===== src/rtl/countdown_timer_if.sv =====
// Control/status bundle for countdown_timer; the timer side uses the slave modport.
interface countdown_timer_if #(
  parameter int unsigned WIDTH = 4
);
  logic             LOAD;
  logic [WIDTH-1:0] D;
  logic             START;
  logic             STOP;
  logic             CE;
  logic             PERIODIC;
  logic [WIDTH-1:0] O;
  logic             BUSY;
  logic             EXPIRED;
  logic             DONE;
  logic             BOUT;

  modport master (
    output LOAD, D, START, STOP, CE, PERIODIC,
    input  O, BUSY, EXPIRED, DONE, BOUT
  );

  modport slave (
    input  LOAD, D, START, STOP, CE, PERIODIC,
    output O, BUSY, EXPIRED, DONE, BOUT
  );
endinterface


===== src/rtl/countdown_timer.sv =====
// Loadable down-counting timer with one-shot/periodic terminal count and cascade borrow-out.
// Optional prescaler on CE enabled by defining COUNTDOWN_TIMER_PRESCALE_EN.
module countdown_timer #(
  parameter int unsigned WIDTH = 4
`ifdef COUNTDOWN_TIMER_PRESCALE_EN
  , parameter int unsigned PRESCALE = 4
`endif
) (
  input  logic               CLK,
  input  logic               RESET,
  countdown_timer_if.slave   bus
);

  typedef enum logic [1:0] {
    IDLE = 2'd0,
    RUN  = 2'd1,
    EXP  = 2'd2
  } state_e;

  state_e           state_q, state_d;
  logic [WIDTH-1:0] count_q, count_d;
  logic [WIDTH-1:0] rld_q,   rld_d;
  logic             done_q,  done_d;
  logic             tick_c;
  logic             at_one_c;

`ifdef COUNTDOWN_TIMER_PRESCALE_EN
  localparam int unsigned PS_W = $clog2(PRESCALE);
  localparam logic [PS_W-1:0] PS_LAST = PS_W'(PRESCALE - 1);
  logic [PS_W-1:0] ps_q, ps_d;
  assign tick_c = (ps_q == PS_LAST);
`else
  assign tick_c = 1'b1;
`endif

  assign at_one_c = (count_q == WIDTH'(1));

  always_ff @(posedge CLK) begin
    if (RESET) begin
      state_q <= IDLE;
      count_q <= '0;
      rld_q   <= '0;
      done_q  <= 1'b0;
`ifdef COUNTDOWN_TIMER_PRESCALE_EN
      ps_q    <= '0;
`endif
    end else begin
      state_q <= state_d;
      count_q <= count_d;
      rld_q   <= rld_d;
      done_q  <= done_d;
`ifdef COUNTDOWN_TIMER_PRESCALE_EN
      ps_q    <= ps_d;
`endif
    end
  end

  // Next state: LOAD beats STOP beats START beats CE.
  always_comb begin
    state_d = state_q;
    count_d = count_q;
    rld_d   = rld_q;
    done_d  = 1'b0;
`ifdef COUNTDOWN_TIMER_PRESCALE_EN
    ps_d    = ps_q;
`endif
    if (bus.LOAD) begin
      count_d = bus.D;
      rld_d   = bus.D;
      state_d = (bus.D != '0) ? RUN : IDLE;
`ifdef COUNTDOWN_TIMER_PRESCALE_EN
      ps_d    = '0;
`endif
    end else begin
      unique case (state_q)
        IDLE: begin
          if (bus.START && (count_q != '0)) begin
            state_d = RUN;
`ifdef COUNTDOWN_TIMER_PRESCALE_EN
            ps_d    = '0;
`endif
          end
        end
        RUN: begin
          if (bus.STOP) begin
            state_d = IDLE;
          end else if (bus.CE) begin
`ifdef COUNTDOWN_TIMER_PRESCALE_EN
            ps_d = tick_c ? '0 : ps_q + PS_W'(1);
`endif
            if (tick_c) begin
              if (at_one_c) begin
                done_d = 1'b1;
                if (bus.PERIODIC) begin
                  count_d = rld_q;
                end else begin
                  count_d = '0;
                  state_d = EXP;
                end
              end else begin
                count_d = count_q - WIDTH'(1);
              end
            end
          end
        end
        EXP:     state_d = EXP;
        default: state_d = IDLE;
      endcase
    end
  end

  assign bus.O       = count_q;
  assign bus.BUSY    = (state_q == RUN);
  assign bus.EXPIRED = (state_q == EXP);
  assign bus.DONE    = done_q;
  // Borrow is combinational from CE so cascaded stages see it in the same cycle.
  assign bus.BOUT    = (state_q == RUN) && bus.CE && at_one_c && tick_c;

endmodule


===== src/flat_wrapper.sv =====
// flat-port wrapper written by rule: the top's interface ports become plain ports
module countdown_timer_flat 
#(
  parameter int unsigned WIDTH = 4

)
  (CLK, RESET, bus_LOAD, bus_D, bus_START, bus_STOP, bus_CE, bus_PERIODIC, bus_O, bus_BUSY, bus_EXPIRED, bus_DONE, bus_BOUT);
  countdown_timer_if #(.WIDTH(WIDTH)) bus_i ();
  input  logic CLK;
  input  logic RESET;
  input wire logic [$bits(bus_i.LOAD)-1:0] bus_LOAD;
  input wire logic [$bits(bus_i.D)-1:0] bus_D;
  input wire logic [$bits(bus_i.START)-1:0] bus_START;
  input wire logic [$bits(bus_i.STOP)-1:0] bus_STOP;
  input wire logic [$bits(bus_i.CE)-1:0] bus_CE;
  input wire logic [$bits(bus_i.PERIODIC)-1:0] bus_PERIODIC;
  output wire logic [$bits(bus_i.O)-1:0] bus_O;
  output wire logic [$bits(bus_i.BUSY)-1:0] bus_BUSY;
  output wire logic [$bits(bus_i.EXPIRED)-1:0] bus_EXPIRED;
  output wire logic [$bits(bus_i.DONE)-1:0] bus_DONE;
  output wire logic [$bits(bus_i.BOUT)-1:0] bus_BOUT;
  assign bus_i.LOAD = bus_LOAD;
  assign bus_i.D = bus_D;
  assign bus_i.START = bus_START;
  assign bus_i.STOP = bus_STOP;
  assign bus_i.CE = bus_CE;
  assign bus_i.PERIODIC = bus_PERIODIC;
  assign bus_O = bus_i.O;
  assign bus_BUSY = bus_i.BUSY;
  assign bus_EXPIRED = bus_i.EXPIRED;
  assign bus_DONE = bus_i.DONE;
  assign bus_BOUT = bus_i.BOUT;
  countdown_timer #(.WIDTH(WIDTH)) u_core (.CLK(CLK), .RESET(RESET), .bus(bus_i));
endmodule

===== config.mk =====
export PLATFORM = sky130hd
export DESIGN_NAME = countdown_timer_flat
export DESIGN_NICKNAME = d
export VERILOG_FILES = /design/src/rtl/countdown_timer_if.sv /design/src/rtl/countdown_timer.sv /design/src/flat_wrapper.sv
export SDC_FILE = /design/constraint.sdc
export NUM_CORES = 1
export LEC_CHECK = 0
export BUFFER_PORTS_ARGS = -buffer_cell sky130_fd_sc_hd__clkbuf_2
export CAP_MARGIN = 20
export CORE_ASPECT_RATIO = 1.25
export CORE_MARGIN = 2
export CORE_UTILIZATION = 25
export CTS_CLUSTER_DIAMETER = 80
export DETAILED_ROUTE_END_ITERATION = 12
export PLACE_DENSITY_LB_ADDON = 0.05
export SLEW_MARGIN = 20
export SYNTH_ARGS = -nofsm -noshare
export SYNTH_HDL_FRONTEND = slang
export SYNTH_SLANG_ARGS = --single-unit

===== constraint.sdc =====
create_clock -name CLK -period 2.4 [get_ports CLK]
set_input_delay 0.24 -clock CLK [delete_from_list [all_inputs] [get_ports CLK]]
set_output_delay 0.24 -clock CLK [all_outputs]
set_load 0.03 [all_outputs]

==> results by stage <==
Routing:
- In this run, the number of DRC markers left after iteration 0 of detailed routing was 12.
- Using the TritonRoute via totals, the vias-per-cell ratio works out to 4.86.
- The average wire per cell in the routed design is 14.2 um.
- The detail route stage leaves a number of antenna-violating nets equal to 0.
- Before antenna repair, the detailed router went through 4 iterations.
- For this block, the routed nets add up to 1770 um of wire.
- The DRC violation count after routing is 0.
- The routed layout has 608 vias.

Power and ir drop:
- The switching share of total power is 0.318.
- The power density of the placed cells is 560 nW/um^2.
- Internal power comes to 0.000293 W.
- Of the total power, the clock network draws 0.313.
- The share of total power in sequential cells is 0.477.
- Total power for the finished layout comes to 0.000430 W.
- The worst-case IR drop observed on VDD is between 150 and 200 uV.
- In this run the static leakage power is approximately 0.32 nW.
- In this run the power spent charging and discharging nets is 0.000136 W.
- The combinational group share of total power is 0.209.

Global route:
- Entering global routing, the biggest net connects 12 pins.
- After global routing the overflow that remains totals 0.
- The number of global-route vias before repair is 634.
- The initial antenna violation count is 0.
- The met3 track demand over resource in global routing is 0.0375.
- The routing layer with the top usage in global route is met2.
- In the global route stage, overall resource usage came out at 0.144.
- The global routing usage on met1 is 0.167.
- The first global-routing pass estimated about 3000 um of wire.
- In the global route stage, met2 resource usage came out at 0.237.

CTS:
- The clock-pin slew reported for the worst setup and hold paths after clock tree synthesis is 0.08 ns.
- The CTS tree is yes.
- After clock tree synthesis, the flow added hold-fix buffers numbering 0.
- At the later pin of the worst-skew pair, clock insertion delay measures 0.27 ns.
- CTS placed an instance of sky130_fd_sc_hd__clkbuf_4 at the clock tree root.
- The number of H-tree levels is 1.
- For this design, the sink count on the clock tree is 11.
- The count of cells resized by post-cts repair is 0.
- Clock tree synthesis inserted a total of 3 buffers.
- The longest clock path from root to sink contains 2 buffers.
- The total setup buffers inserted after CTS is 0.

Setup path:
- The worst setup path is captured at an output pin.
- The worst path required time is approximately 2.2 ns.
- The slowest library cell on the worst path is sky130_fd_sc_hd__dfxtp_1.
- The class of the most critical setup path is flip-flop to output pin.
- In this run the worst path has a maximum fanout of 6.
- STA classifies the critical path startpoint as a flip-flop.
- The data arrival time of the worst path is 1.65 ns.
- For this run, the slowest stage of the critical path takes approximately 0.43 ns.
- For flop-to-flop paths, the worst setup slack is approximately 0.82 ns.
- Walking the worst path, the cells encountered are ha_1 -> nand2b_1 -> nor4_1 -> clkbuf_2.

Timing:
- The worst-case headroom to the max-slew limit is 0.761.
- Setup repair after global routing left no endpoint under its margin.
- The number of pins exceeding their max-slew limit in the final report came to 0.
- The final-layout setup total negative slack is 0 ns.
- The shortest clock period the worst path allows after layout is between 1.5 and 2 ns.
- The setup clock skew after layout is 0.00358 ns.
- The period utilization is 0.788.
- For this run, the top clock speed supported by timing is roughly 530 MHz.
- The total of endpoints with negative setup slack in the final report is 0.
- The number of endpoints with negative hold slack in the final report was 0.
- At the pin with the least slew margin, the transition time is between 0.3 and 0.4 ns.

Synthesis:
- Counting flops and latches in the post-synthesis netlist gives 11.
- The number of distinct library cells after synthesis is 29.
- The count of flip-flops with a built-in enable after synthesis is 0.
- The synthesis warning total is 0.
- The leading cell type by number of instances after synthesis is sky130_fd_sc_hd__dfxtp_1.
- The part of the Yosys area used for sequential elements is 0.348.
- The area of the mapped netlist is approximately 630 um^2.
- The net count after synthesis is 86.
- The share of synthesized area in the top cell type comes to 0.348.
- The share of async-settable or async-resettable flops after synthesis is 0.
- Ranked by total cell area, the synthesized netlist is headed by sky130_fd_sc_hd__dfxtp_1 (35%), sky130_fd_sc_hd__mux2i_1 (7.9%), sky130_fd_sc_hd__ha_1 (5.9%).
- sky130_fd_sc_hd__dfxtp_1 takes more of the synthesized area than any other cell.
- The commonest cells after synthesis are sky130_fd_sc_hd__dfxtp_1 (11), sky130_fd_sc_hd__nand2_1 (8), sky130_fd_sc_hd__nor2_1 (8), sky130_fd_sc_hd__mux2i_1 (5).
- The cell count after synthesis came out at ~70.
- The most used flip-flop cell after synthesis is sky130_fd_sc_hd__dfxtp_1.
- A synthesized cell averages 8.79 um^2.

Place:
- After legalization and detailed placement, the total HPWL measured 1360 um.
- In this run the tool buffered the top-level ports with 18 buffer cells.
- Routability-driven placement finished with a final weighted congestion of 0.725.
- The post-place instance area is about 740 um^2.

Final layout:
- After routing the design area is roughly 770 um^2.
- Compared with the post-synthesis result, the final layout area differs by 21.1%.
- The net count reported at finish is 107.
- Of the cells placed in the final design, the portion with a size suffix greater than 1 is 0.261.
- The number of antenna diodes in the final layout is 0.

Floorplan:
- For this design the top-level I/O count stands at 19.
- The floorplan step defined a die boundary enclosing 2950 um^2.
- The starting density of the core is 0.261.
- The die boundary width is roughly 50 um.
- The floorplan step set the die height to 60.3 um.
- The total number of placement rows is 20.
- The region available for standard cell placement spans 2430 um^2.

Job:
- Max-cap violations in this run came to 0.

Hold path:
- The path class of the tightest hold or removal check is primary input to flip-flop.

Run status:
- The flow ran to the end, and the final reports show no timing, DRC or antenna violations.
## cell type report
cell class / instances / area (um^2)
Tap cell: 33 / 41.3
Sequential cell: 11 / 220
Inverter: 4 / 15.0
Timing Repair Buffer: 18 / 90.1
Clock buffer: 4 / 26.3
Multi-Input combinational cell: 55 / 374
Fill cell: 285 / 1660
## final timing paths
kind                                 startpoint           endpoint  cells past startpoint
worst max-delay path            u_core.bus.O[0]           bus_BOUT                      4
worst max register to register  u_core.bus.O[0]    u_core.bus.O[1]                      5
worst min register to register  u_core.rld_q[2]    u_core.rld_q[2]                      2
worst min-delay path                  bus_START  u_core.state_q[0]                      3
## cell families (layout without fill, tap and decap cells)
group,after synthesis,after routing,synth area share
AO/OA/AOI/OAI,15,15,0.174
buffers and inverters,6,26,0.0613
adder cells (fa/ha/maj),3,3,0.0593
multiplexers,5,5,0.0791
flip-flops,11,11,0.348
AND/OR/NAND/NOR,32,32,0.279
## per-layer routing
| layer | up-vias | wire [um] |
|---|---|---|
| met5 | - | 0 |
| met4 | 0 | 43 |
| met3 | 5 | 94 |
| met2 | 22 | 859 |
| met1 | 277 | 776 |
| li1 | 304 | - |
## through the flow
step / util / hold slack, ns / setup slack [ns] / std cells
2_1_floorplan: - / 0.387 / 0.128 / 72
3_3_place_gp: 0.305 / 0.467 / 0.857 / 121
3_5_place_dp: 0.305 / 0.468 / 0.824 / 121
4_1_cts: 0.316 / 0.242 / 0.519 / 125
5_1_grt: 0.316 / 0.255 / 0.275 / 125
6_report: 0.316 / 0.248 / 0.509 / 125
## power by group through the flow
stage                     sequential [W]  clock (W)  combinational [W]
after global routing            0.000208   0.000150           0.000100
after global placement          0.000210          0          0.0000910
after detailed placement        0.000210          0          0.0000907
final                           0.000205   0.000135          0.0000900
after floorplan                 0.000216          0          0.0000537
after CTS                       0.000205   0.000140          0.0000912
## critical path: cells and delay by family, from the launching register on
family	cells	cell delay, ns
AND/OR/NAND/NOR	2	0.44
flip-flops	1	0.43
adder cells (fa/ha/maj)	1	0.24
buffers and inverters	1	0.28
## flip-flops by register name (all words and copies together) (netlist names)
signal           count
u_core.bus.DONE      1
u_core.bus.O         4
u_core.rld_q         4
u_core.state_q       2
## layout by cell type, fill, tap and decap left out, drive strengths merged
| cell type | netlist | layout |
|---|---|---|
| nand4 | 2 | 2 |
| a211o | 1 | 1 |
| a211oi | 1 | 1 |
| nand3 | 2 | 2 |
| nand3b | 1 | 1 |
| a222oi | 2 | 2 |
| and2b | 1 | 1 |
| o311ai | 1 | 1 |
| and4b | 1 | 1 |
| nand2b | 1 | 1 |
| o211ai | 1 | 1 |
| nor2b | 2 | 2 |
| a21oi | 4 | 4 |
| ha | 3 | 3 |
| o31a | 1 | 1 |
| nand2 | 8 | 8 |
| o21a | 1 | 1 |
| dfxtp | 11 | 11 |
| inv | 4 | 4 |
| a31oi | 2 | 2 |
| clkbuf | 0 | 22 |
| nor3 | 3 | 3 |
| nor2 | 8 | 8 |
| nor4 | 1 | 1 |
| nor3b | 2 | 2 |
| mux2i | 5 | 5 |
| o41ai | 1 | 1 |
Power figures use the tool's default switching activity.
